File: config.mk
export PLATFORM = sky130hd
export DESIGN_NAME = uart_rx_core_fifo
export DESIGN_NICKNAME = d
export VERILOG_FILES = /design/src/rtl/uart_rx_core_fifo.sv
export SDC_FILE = /design/constraint.sdc
export NUM_CORES = 1
export LEC_CHECK = 0
export ABC_AREA = 1
export CAP_MARGIN = 20
export CORE_ASPECT_RATIO = 0.5
export CORE_UTILIZATION = 35
export DETAILED_ROUTE_END_ITERATION = 10
export SLEW_MARGIN = 5
export SYNTH_ARGS = -nofsm -noshare
export SYNTH_HDL_FRONTEND = slang
export SYNTH_SLANG_ARGS = --single-unit
File: constraint.sdc
create_clock -name aclk -period 2.9 [get_ports aclk]
set_input_delay 0.29 -clock aclk [delete_from_list [all_inputs] [get_ports aclk]]
set_output_delay 0.29 -clock aclk [all_outputs]
set_load 0.02 [all_outputs]
File: src/rtl/uart_rx_core_fifo.sv
// UART receiver with run-time frame format (5..9 data bits, none/odd/even
// parity, 0/1/2 stop bits), per-character error flags and a FWFT RX FIFO.
module uart_rx_core_fifo #(
   parameter int unsigned FIFO_DEPTH = 16,
   parameter int unsigned OVERSAMPLE = 16,
   parameter int unsigned DIV_WIDTH  = 16
) (
   input  logic                          aclk,
   input  logic                          areset,
   input  logic [DIV_WIDTH-1:0]          cfg_div,
   input  logic [3:0]                    cfg_width,
   input  logic [1:0]                    cfg_parity,
   input  logic [1:0]                    cfg_stop,
   input  logic                          uart_rx,
   output logic [8:0]                    m_tdata,
   output logic [2:0]                    m_tuser,
   output logic                          m_tvalid,
   input  logic                          m_tready,
   output logic [$clog2(FIFO_DEPTH):0]   fifo_count,
   output logic                          overrun,
   output logic                          rx_busy
);

   localparam int unsigned AW   = $clog2(FIFO_DEPTH);
   localparam int unsigned CW   = AW + 1;
   localparam int unsigned PW   = $clog2(OVERSAMPLE);
   localparam int unsigned HALF = OVERSAMPLE / 2;

   localparam logic [2:0] ST_IDLE   = 3'd0;
   localparam logic [2:0] ST_START  = 3'd1;
   localparam logic [2:0] ST_DATA   = 3'd2;
   localparam logic [2:0] ST_PARITY = 3'd3;
   localparam logic [2:0] ST_STOP   = 3'd4;

   typedef struct packed {
      logic       brk;
      logic       perr;
      logic       ferr;
      logic [8:0] data;
   } rx_char_t;

   // Synchroniser, tick divider and oversample phase
   logic                 rx_meta_q, rx_sync_q;
   logic [DIV_WIDTH-1:0] div_q, div_d;
   logic [PW-1:0]        ph_q, ph_d;
   logic                 tick_c, sample_c, restart_c, last_c;

   // Frame FSM and latched frame format
   logic [2:0] state_q, state_d;
   logic [3:0] bit_q, bit_d;
   logic [1:0] stop_cnt_q, stop_cnt_d;
   logic [3:0] width_q, width_d;
   logic [1:0] par_q, par_d;
   logic [1:0] stop_q, stop_d;
   logic [8:0] data_q, data_d;
   logic       perr_q, perr_d;
   logic       ferr_q, ferr_d;
   logic       brk_q, brk_d;
   logic       parzero_q, parzero_d;
   logic       push_q, push_d;
   rx_char_t   wr_q, wr_d;
   logic       busy_q, busy_d;

   // FIFO
   rx_char_t          mem [FIFO_DEPTH];
   rx_char_t          head_c;
   logic [AW-1:0]     wr_ptr_q, wr_ptr_d, rd_ptr_q, rd_ptr_d;
   logic [CW-1:0]     count_q, count_d;
   logic              valid_q, valid_d;
   logic              overrun_q, overrun_d;
   logic              full_c, pop_c, push_ok_c;

   assign tick_c   = (div_q == '0);
   assign sample_c = tick_c && (ph_q == PW'(HALF - 1));

   // Next-state logic: tick divider, phase counter and receive FSM
   always_comb begin
      state_d    = state_q;
      bit_d      = bit_q;
      stop_cnt_d = stop_cnt_q;
      width_d    = width_q;
      par_d      = par_q;
      stop_d     = stop_q;
      data_d     = data_q;
      perr_d     = perr_q;
      ferr_d     = ferr_q;
      brk_d      = brk_q;
      parzero_d  = parzero_q;
      push_d     = 1'b0;
      wr_d       = wr_q;
      restart_c  = 1'b0;
      last_c     = 1'b0;

      if (state_q == ST_IDLE) begin
         ph_d = '0;
      end else if (tick_c) begin
         ph_d = (ph_q == PW'(OVERSAMPLE - 1)) ? '0 : ph_q + PW'(1);
      end else begin
         ph_d = ph_q;
      end

      case (state_q)
         ST_IDLE: begin
            if (!rx_sync_q) begin
               state_d    = ST_START;
               restart_c  = 1'b1;
               width_d    = (cfg_width >= 4'd5 && cfg_width <= 4'd9) ? cfg_width : 4'd8;
               par_d      = (cfg_parity == 2'd3) ? 2'd0 : cfg_parity;
               stop_d     = (cfg_stop == 2'd3) ? 2'd1 : cfg_stop;
               bit_d      = '0;
               stop_cnt_d = '0;
               data_d     = '0;
               perr_d     = 1'b0;
               ferr_d     = 1'b0;
               brk_d      = 1'b0;
               parzero_d  = 1'b1;
            end
         end
         ST_START: begin
            if (sample_c) begin
               state_d = rx_sync_q ? ST_IDLE : ST_DATA;
            end
         end
         ST_DATA: begin
            if (sample_c) begin
               data_d[bit_q] = rx_sync_q;
               if (bit_q == width_q - 4'd1) begin
                  if (par_q != 2'd0)      state_d = ST_PARITY;
                  else if (stop_q != 2'd0) state_d = ST_STOP;
                  else                     last_c  = 1'b1;
               end else begin
                  bit_d = bit_q + 4'd1;
               end
            end
         end
         ST_PARITY: begin
            if (sample_c) begin
               perr_d    = ((^data_q) ^ rx_sync_q) != (par_q == 2'd1);
               parzero_d = !rx_sync_q;
               if (stop_q != 2'd0) state_d = ST_STOP;
               else                last_c  = 1'b1;
            end
         end
         ST_STOP: begin
            if (sample_c) begin
               if (!rx_sync_q) ferr_d = 1'b1;
               if (stop_cnt_q == 2'd0) begin
                  brk_d = (data_q == '0) && parzero_q && !rx_sync_q;
               end
               if (stop_cnt_q == stop_q - 2'd1) last_c = 1'b1;
               else                             stop_cnt_d = stop_cnt_q + 2'd1;
            end
         end
         default: state_d = ST_IDLE;
      endcase

      // Leave for IDLE straight after the final sample so a new start can be seen early
      if (last_c) begin
         state_d = ST_IDLE;
         push_d  = 1'b1;
         wr_d    = '{brk: brk_d, perr: perr_d, ferr: ferr_d, data: data_d};
      end

      div_d  = (restart_c || tick_c) ? cfg_div : div_q - DIV_WIDTH'(1);
      busy_d = (state_d != ST_IDLE);
   end

   // FIFO bookkeeping: push from the FSM, pop on handshake, drop when full
   always_comb begin
      full_c    = (count_q == CW'(FIFO_DEPTH));
      pop_c     = valid_q && m_tready;
      push_ok_c = push_q && (!full_c || pop_c);
      wr_ptr_d  = push_ok_c ? wr_ptr_q + AW'(1) : wr_ptr_q;
      rd_ptr_d  = pop_c ? rd_ptr_q + AW'(1) : rd_ptr_q;
      count_d   = count_q;
      if (push_ok_c && !pop_c)      count_d = count_q + CW'(1);
      else if (!push_ok_c && pop_c) count_d = count_q - CW'(1);
      valid_d   = (count_d != '0);
      overrun_d = push_q && full_c && !pop_c;
   end

   // State registers with synchronous reset
   always_ff @(posedge aclk) begin
      if (areset) begin
         rx_meta_q  <= 1'b1;
         rx_sync_q  <= 1'b1;
         div_q      <= '0;
         ph_q       <= '0;
         state_q    <= ST_IDLE;
         bit_q      <= '0;
         stop_cnt_q <= '0;
         width_q    <= 4'd8;
         par_q      <= '0;
         stop_q     <= 2'd1;
         data_q     <= '0;
         perr_q     <= 1'b0;
         ferr_q     <= 1'b0;
         brk_q      <= 1'b0;
         parzero_q  <= 1'b1;
         push_q     <= 1'b0;
         wr_q       <= '0;
         busy_q     <= 1'b0;
         wr_ptr_q   <= '0;
         rd_ptr_q   <= '0;
         count_q    <= '0;
         valid_q    <= 1'b0;
         overrun_q  <= 1'b0;
      end else begin
         rx_meta_q  <= uart_rx;
         rx_sync_q  <= rx_meta_q;
         div_q      <= div_d;
         ph_q       <= ph_d;
         state_q    <= state_d;
         bit_q      <= bit_d;
         stop_cnt_q <= stop_cnt_d;
         width_q    <= width_d;
         par_q      <= par_d;
         stop_q     <= stop_d;
         data_q     <= data_d;
         perr_q     <= perr_d;
         ferr_q     <= ferr_d;
         brk_q      <= brk_d;
         parzero_q  <= parzero_d;
         push_q     <= push_d;
         wr_q       <= wr_d;
         busy_q     <= busy_d;
         wr_ptr_q   <= wr_ptr_d;
         rd_ptr_q   <= rd_ptr_d;
         count_q    <= count_d;
         valid_q    <= valid_d;
         overrun_q  <= overrun_d;
      end
   end

   // FIFO storage; contents are don't-care until written
   always_ff @(posedge aclk) begin
      if (push_ok_c) mem[wr_ptr_q] <= wr_q;
   end

   assign head_c     = valid_q ? mem[rd_ptr_q] : '0;
   assign m_tdata    = head_c.data;
   assign m_tuser    = {head_c.brk, head_c.perr, head_c.ferr};
   assign m_tvalid   = valid_q;
   assign fifo_count = count_q;
   assign overrun    = overrun_q;
   assign rx_busy    = busy_q;

endmodule

Yosys cells after proc, flatten, opt, wreduce, memory -nomap -nowiden

Memory sizes are Yosys's and may differ from the RTL's. A register that Yosys moved wholly into a read port is not among the register bits.
Cells that the tools add are included.

Register bits: 81
Bits in latches: 0
RAM bits: 192
Memory bits (read-only): 0
Input bits: 28
Output and inout port bits: 20
Word-level logic and storage cells: 157
Memories kept: 1

Add/sub/neg operators: 10
Multiply operators: 0
Divide/modulo/power cells: 0
Order comparisons: 4
Equal/unequal tests: 19
Shifts and indexed selects: 0
Multiplexer cells: 61
Bitwise logic cells: 2
Reduce and logical (&&, ||, !) cells: 34

Memory list:

| memory | depth | width | rd ports | clocked after memory_dff | write ports | line | source |
|---|---|---|---|---|---|---|---|
| mem    | 16    | 12    | 1        | 1                        | 1           | 65   | `rx_char_t mem [FIFO_DEPTH];` |

Operator list:

| operator                                             | number |
|---|---|
| two-way mux 4 bit                                    | 7 |
| two-way mux 3 bit                                    | 8 |
| two-way mux 1 bit                                    | 23 |
| two-way mux 9 bit                                    | 2 |
| case mux 9 bit (2 select lines)                      | 1 |
| adder 4 x 1 -> 4 bit (second input constant)         | 4 |
| zero test 16 bit                                     | 1 |
| two-way mux 16 bit                                   | 1 |
| subtractor 16 x 1 -> 16 bit (second input constant)  | 1 |
| case mux 3 bit (5 select lines)                      | 1 |
| two-way mux 12 bit                                   | 1 |
| two-way mux 2 bit                                    | 6 |
| inequality test 2 bit (second input constant)        | 6 |
| logical AND 1 bit                                    | 11 |
| two-way mux 5 bit                                    | 2 |
| nonzero test 2 bit                                   | 5 |
| bitwise mux 9 bit                                    | 1 |
| zero test 9 bit                                      | 1 |
| XOR reduction 9 bit                                  | 1 |
| case mux 1 bit (2 select lines)                      | 4 |
| case mux 4 bit (2 select lines)                      | 1 |
| AND reduction 4 bit                                  | 2 |
| equality test 3 x 2 -> 1 bit (second input constant) | 2 |
| adder 5 x 1 -> 5 bit (second input constant)         | 1 |
| 32 further kinds                                     | 37 |

Longest topological paths before layout

Depth in word-level cells: 9
Gate-level depth with buffers: 15
Mapped depth without buffers: 15

Least setup slack after synthesis

OpenSTA, ideal clock, no wires.

Path kind: reg2reg
From: reg count_q[0], in the netlist fifo_count[0]
To: mem mem[11][0] in the netlist's numbering (enable)
Setup time: 380 ps
Data arrival time: 1869 ps
Data required time: 2520 ps
Setup slack: 650 ps
Stages on the path, launching flop included: 10
Path buffers: 0
Clock period less this slack: 2250 ps
Path through: dfxtp_1 -> inv_1 -> ha_1 -> nand2_1 -> nor2_1 -> nand3_1 -> nand2_1 -> inv_1 -> nand2_1 -> nor2_1

Word-level cells in the longest chain between the ends: 6

Ends and longest elaborated chain:

| what                                    | line | source |
|---|---|---|
| start, declared                         | 68   | `logic [CW-1:0] count_q, count_d;` |
| start signal, assigned                  | 229  | `count_q <= count_d;` |
| equality test 5 bit                     | 170  | `full_c = (count_q == CW'(FIFO_DEPTH));` |
| zero test 1 bit                         | 172  | `push_ok_c = push_q && (!full_c \|\| pop_c);` |
| logical OR 1 bit                        | 172  |  |
| logical AND 1 bit                       | 172  |  |
| two-way mux 1 bit                       | 237  | `if (push_ok_c) mem[wr_ptr_q] <= wr_q;` |
| two-way mux 1 bit (implied by the code) | 237  |  |
| end, declared                           | 65   |  |

Every way passes these cells.

==> impl_metrics.json <==
{
  "htree_levels": 1,
  "yosys_register_bits": 277,
  "fin_crit_ns": 2.766,
  "regToRegEndpoint": "mem[14][1]",
  "endpoint": "m_tdata[0]",
  "yosysUniqueCellTypes": 47,
  "switchingPower_mw": 3.054,
  "setup_viol": 0,
  "synth_top_area_cell": "edfxtp_1",
  "drive_gt1_share_pct": 10.58,
  "start_util_pct": 36.23,
  "r2r_start": "fifo_count[0]",
  "fp.dieArea_sq_um": 35680,
  "grt.total_usage_pct": 16.91,
  "io_pins": 48,
  "timing.final.ws_setup_ns": 0.1338,
  "cp.arrival_ns": 2.48,
  "powerDensity_nw_per_um2": 701.1,
  "postPlaceCellArea_sq_um": 13370,
  "cts_tree": "built",
  "synth_edf_count": 192,
  "critPathKind": "flip-flop to output pin",
  "timing.fmax_ghz": 0.3615,
  "place.port_buffers": 47,
  "r2r_slack_ns": 0.37,
  "wl_per_cell_um": 16.82,
  "grt_overflow": 0,
  "grt_pass1_wl_mm": 47.61,
  "first_global_vias": 8843,
  "leakage_nw": 5.397,
  "min_period_over_period_pct": 95.39,
  "core-area_sq_um": 33700,
  "synth_fa_ha_area_share_pct": 2.152,
  "synth_xor_xnor_area_share_pct": 1.722,
  "start_kind": "flip-flop",
  "die_h_um": 134.1,
  "gp_congestion": 0.8428,
  "cp_max_fo": 42,
  "hold_path_class": "primary input to flip-flop",
  "async_reset_ff_share_pct": 0,
  "seqPwrFrac_pct": 44.7,
  "synthFlopType": "edfxtp_1",
  "route.detailed.drc": 0,
  "grt_max_degree": 43,
  "synthTopCellsByArea": "edfxtp_1 (47%), dfxtp_1 (14%), nor2_1 (5.8%)",
  "final_core_util_pct": 42.17,
  "final_area_sq_um": 14210,
  "syn_avg_cell_area_sq_um": 10.02,
  "power.internal_mw": 6.908,
  "totalPowerFinal_mw": 9.962,
  "skew_ns": 0.01835,
  "power.share.clock_pct": 33.8,
  "num_rows": 47,
  "synth_compound_area_share_pct": 13.88,
  "synthToLayoutAreaGrowth_pct": 16.38,
  "slew_headroom_pct": 48.07,
  "required_ns": 2.61,
  "worst_slew_pin_slew_ns": 0.7779,
  "synth_top_family_by_area": "simple AND/OR/NAND/NOR gates",
  "ff2ff_path_depth": 10,
  "clkTransAtPathRegs_ns": 0.07,
  "syn_nets": 1267,
  "clkLatencyLatePin_ns": 0.56,
  "synth.yosys.warnings": 0,
  "cts_sinks": 277,
  "end_kind": "output pin",
  "tns_ns": 0,
  "hpwlAfterDp_mm": 20.16,
  "vias": 9020,
  "netlist_area_sq_um": 12210,
  "routed_via_density": 5.099,
  "antenna_found_initial": 0,
  "rsz0062_at_grt": "false",
  "synth_mux_area_share_pct": 0,
  "synthCells": 1218,
  "yosysSeqAreaShare_pct": 61.16,
  "dieWidth_um": 266.1,
  "cts_buffers": 26,
  "switching_share_pct": 30.65,
  "dr.pass1.iters": 6,
  "drtIter0Drc": 706,
  "peakVddDrop_v": 0.0004264,
  "routed_wl_mm": 29.75,
  "status": "finished clean",
  "antenna_cells": 0,
  "ctsHoldBuffers": 0,
  "nets": 1333,
  "slew_viol_final": 0,
  "pre_cts_ws_ns": 0.2775,
  "antenna_left": 0,
  "cts_root_buffer": "clkbuf_16",
  "comb_power_share_pct": 21.5,
  "synth_top_area_share_pct": 47.22,
  "fillers": 3199,
  "hold_viol_final": 0,
  "maxCapViolCount": 0,
  "synth-simple-area-share_pct": 16.16,
  "cts_max_path_buffers": 3
}
synthesized netlist by cell type (all sizes together) (14+ instances only):
cell type,number
nor2,201
edfxtp,192
nand2,185
o21ai,167
dfxtp,85
inv,83
a21oi,51
nand3,46
clkbuf,35
o221ai,35
ha,21
buf,19
xor2,15
o211ai,14
o22ai,14
state kept, by name, summed over array words and instances, names as in the netlist, 5 cells and up, named ones only:
name / cells
mem: 192
div_q: 16
data_q: 9
fifo_count: 5
wr_q: 12
stage by stage:
step | std cells | hold WS [ns]
after detailed placement | 1721 | 0.3983
after global routing | 1769 | 0.2826
after CTS | 1769 | 0.2756
after global placement | 1721 | 0.3983
after floorplan | 1218 | 0.3895
final | 1769 | 0.2981
per-layer routing:
| metal | GRT usage (%) | wire length [um] | vias to the layer above |
|---|---|---|---|
| met1 | 24.20 | 14480 | 4361 |
| li1 | - | - | 4379 |
| met5 | 0 | 0 | - |
| met2 | 27.01 | 13160 | 240 |
| met4 | 3.672 | 446 | 0 |
| met3 | 2.735 | 1657 | 40 |
worst max-delay path, cell delays in order, from the launching register on:
cell and delay [ns]:
dfxtp_2 0.40, inv_2 0.08, buf_12 0.18, buf_4 0.20, o21ai_0 0.28, o22ai_2 0.14, o211ai_1 0.18, a21oi_1 0.10
dlygate4sd2_1 0.35
placed cells by master, fill, tap and decap left out, types with 9 or more instances in the layout:
cell type,Yosys,final
nand2_1,181,181
nor3_1,9,9
dfxtp_1,85,84
nor2_1,190,190
o221ai_1,35,35
clkdlybuf4s50_1,0,35
edfxtp_1,192,192
nand3_1,43,43
ha_1,21,21
dlygate4sd2_1,0,12
buf_4,1,42
o211ai_1,14,14
clkbuf_16,0,26
inv_1,73,72
a21oi_1,50,50
o21ai_1,24,24
o21ai_0,135,135
inv_2,10,11
xnor2_1,9,9
xor2_1,15,15
o22ai_1,14,13
logic make-up (layout without fill, tap and decap cells):
logic type / Yosys count / count (layout)
AND/OR/NAND/NOR: 463 / 463
AO/OA/AOI/OAI: 291 / 291
flip-flops: 277 / 277
buffers and inverters: 142 / 228
XOR/XNOR: 24 / 24
adder cells (fa/ha/maj): 21 / 21
power groups by stage:
stage | combinational (mW) | sequential, mW | clock (mW)
final | 2.14 | 4.45 | 3.37
after global routing | 2.38 | 4.48 | 3.60
after CTS | 2.14 | 4.45 | 3.45
after detailed placement | 2.19 | 4.54 | 0
after global placement | 2.15 | 4.53 | 0
after floorplan | 1.46 | 4.53 | 0
cell type report:
class,instances,area [sq um],share of cell area [%]
Tap cell,465,581.8,4.095
Timing Repair Buffer,92,822.0,5.785
Sequential cell,277,7468,52.56
Multi-Input combinational cell,799,4146,29.18
Clock inverter,21,186.4,1.312
Clock buffer,27,654.4,4.606
Inverter,88,349.1,2.457
worst min path at each step:
stage,cells after the start,end,from
finish,2,rx_meta_q,uart_rx
global route,2,rx_meta_q,uart_rx
CTS,2,rx_meta_q,uart_rx
detailed placement,1,rx_sync_q,rx_meta_q
global placement,1,rx_sync_q,rx_meta_q
floorplan,1,rx_sync_q,rx_meta_q
repair_timing:
item	in CTS	in global routing
setup buffers	0	0
endpoints found under the setup margin	12	1
pin swaps	0	0
resized for setup	14	1
Note: power is estimated with default switching activity, not from simulation.
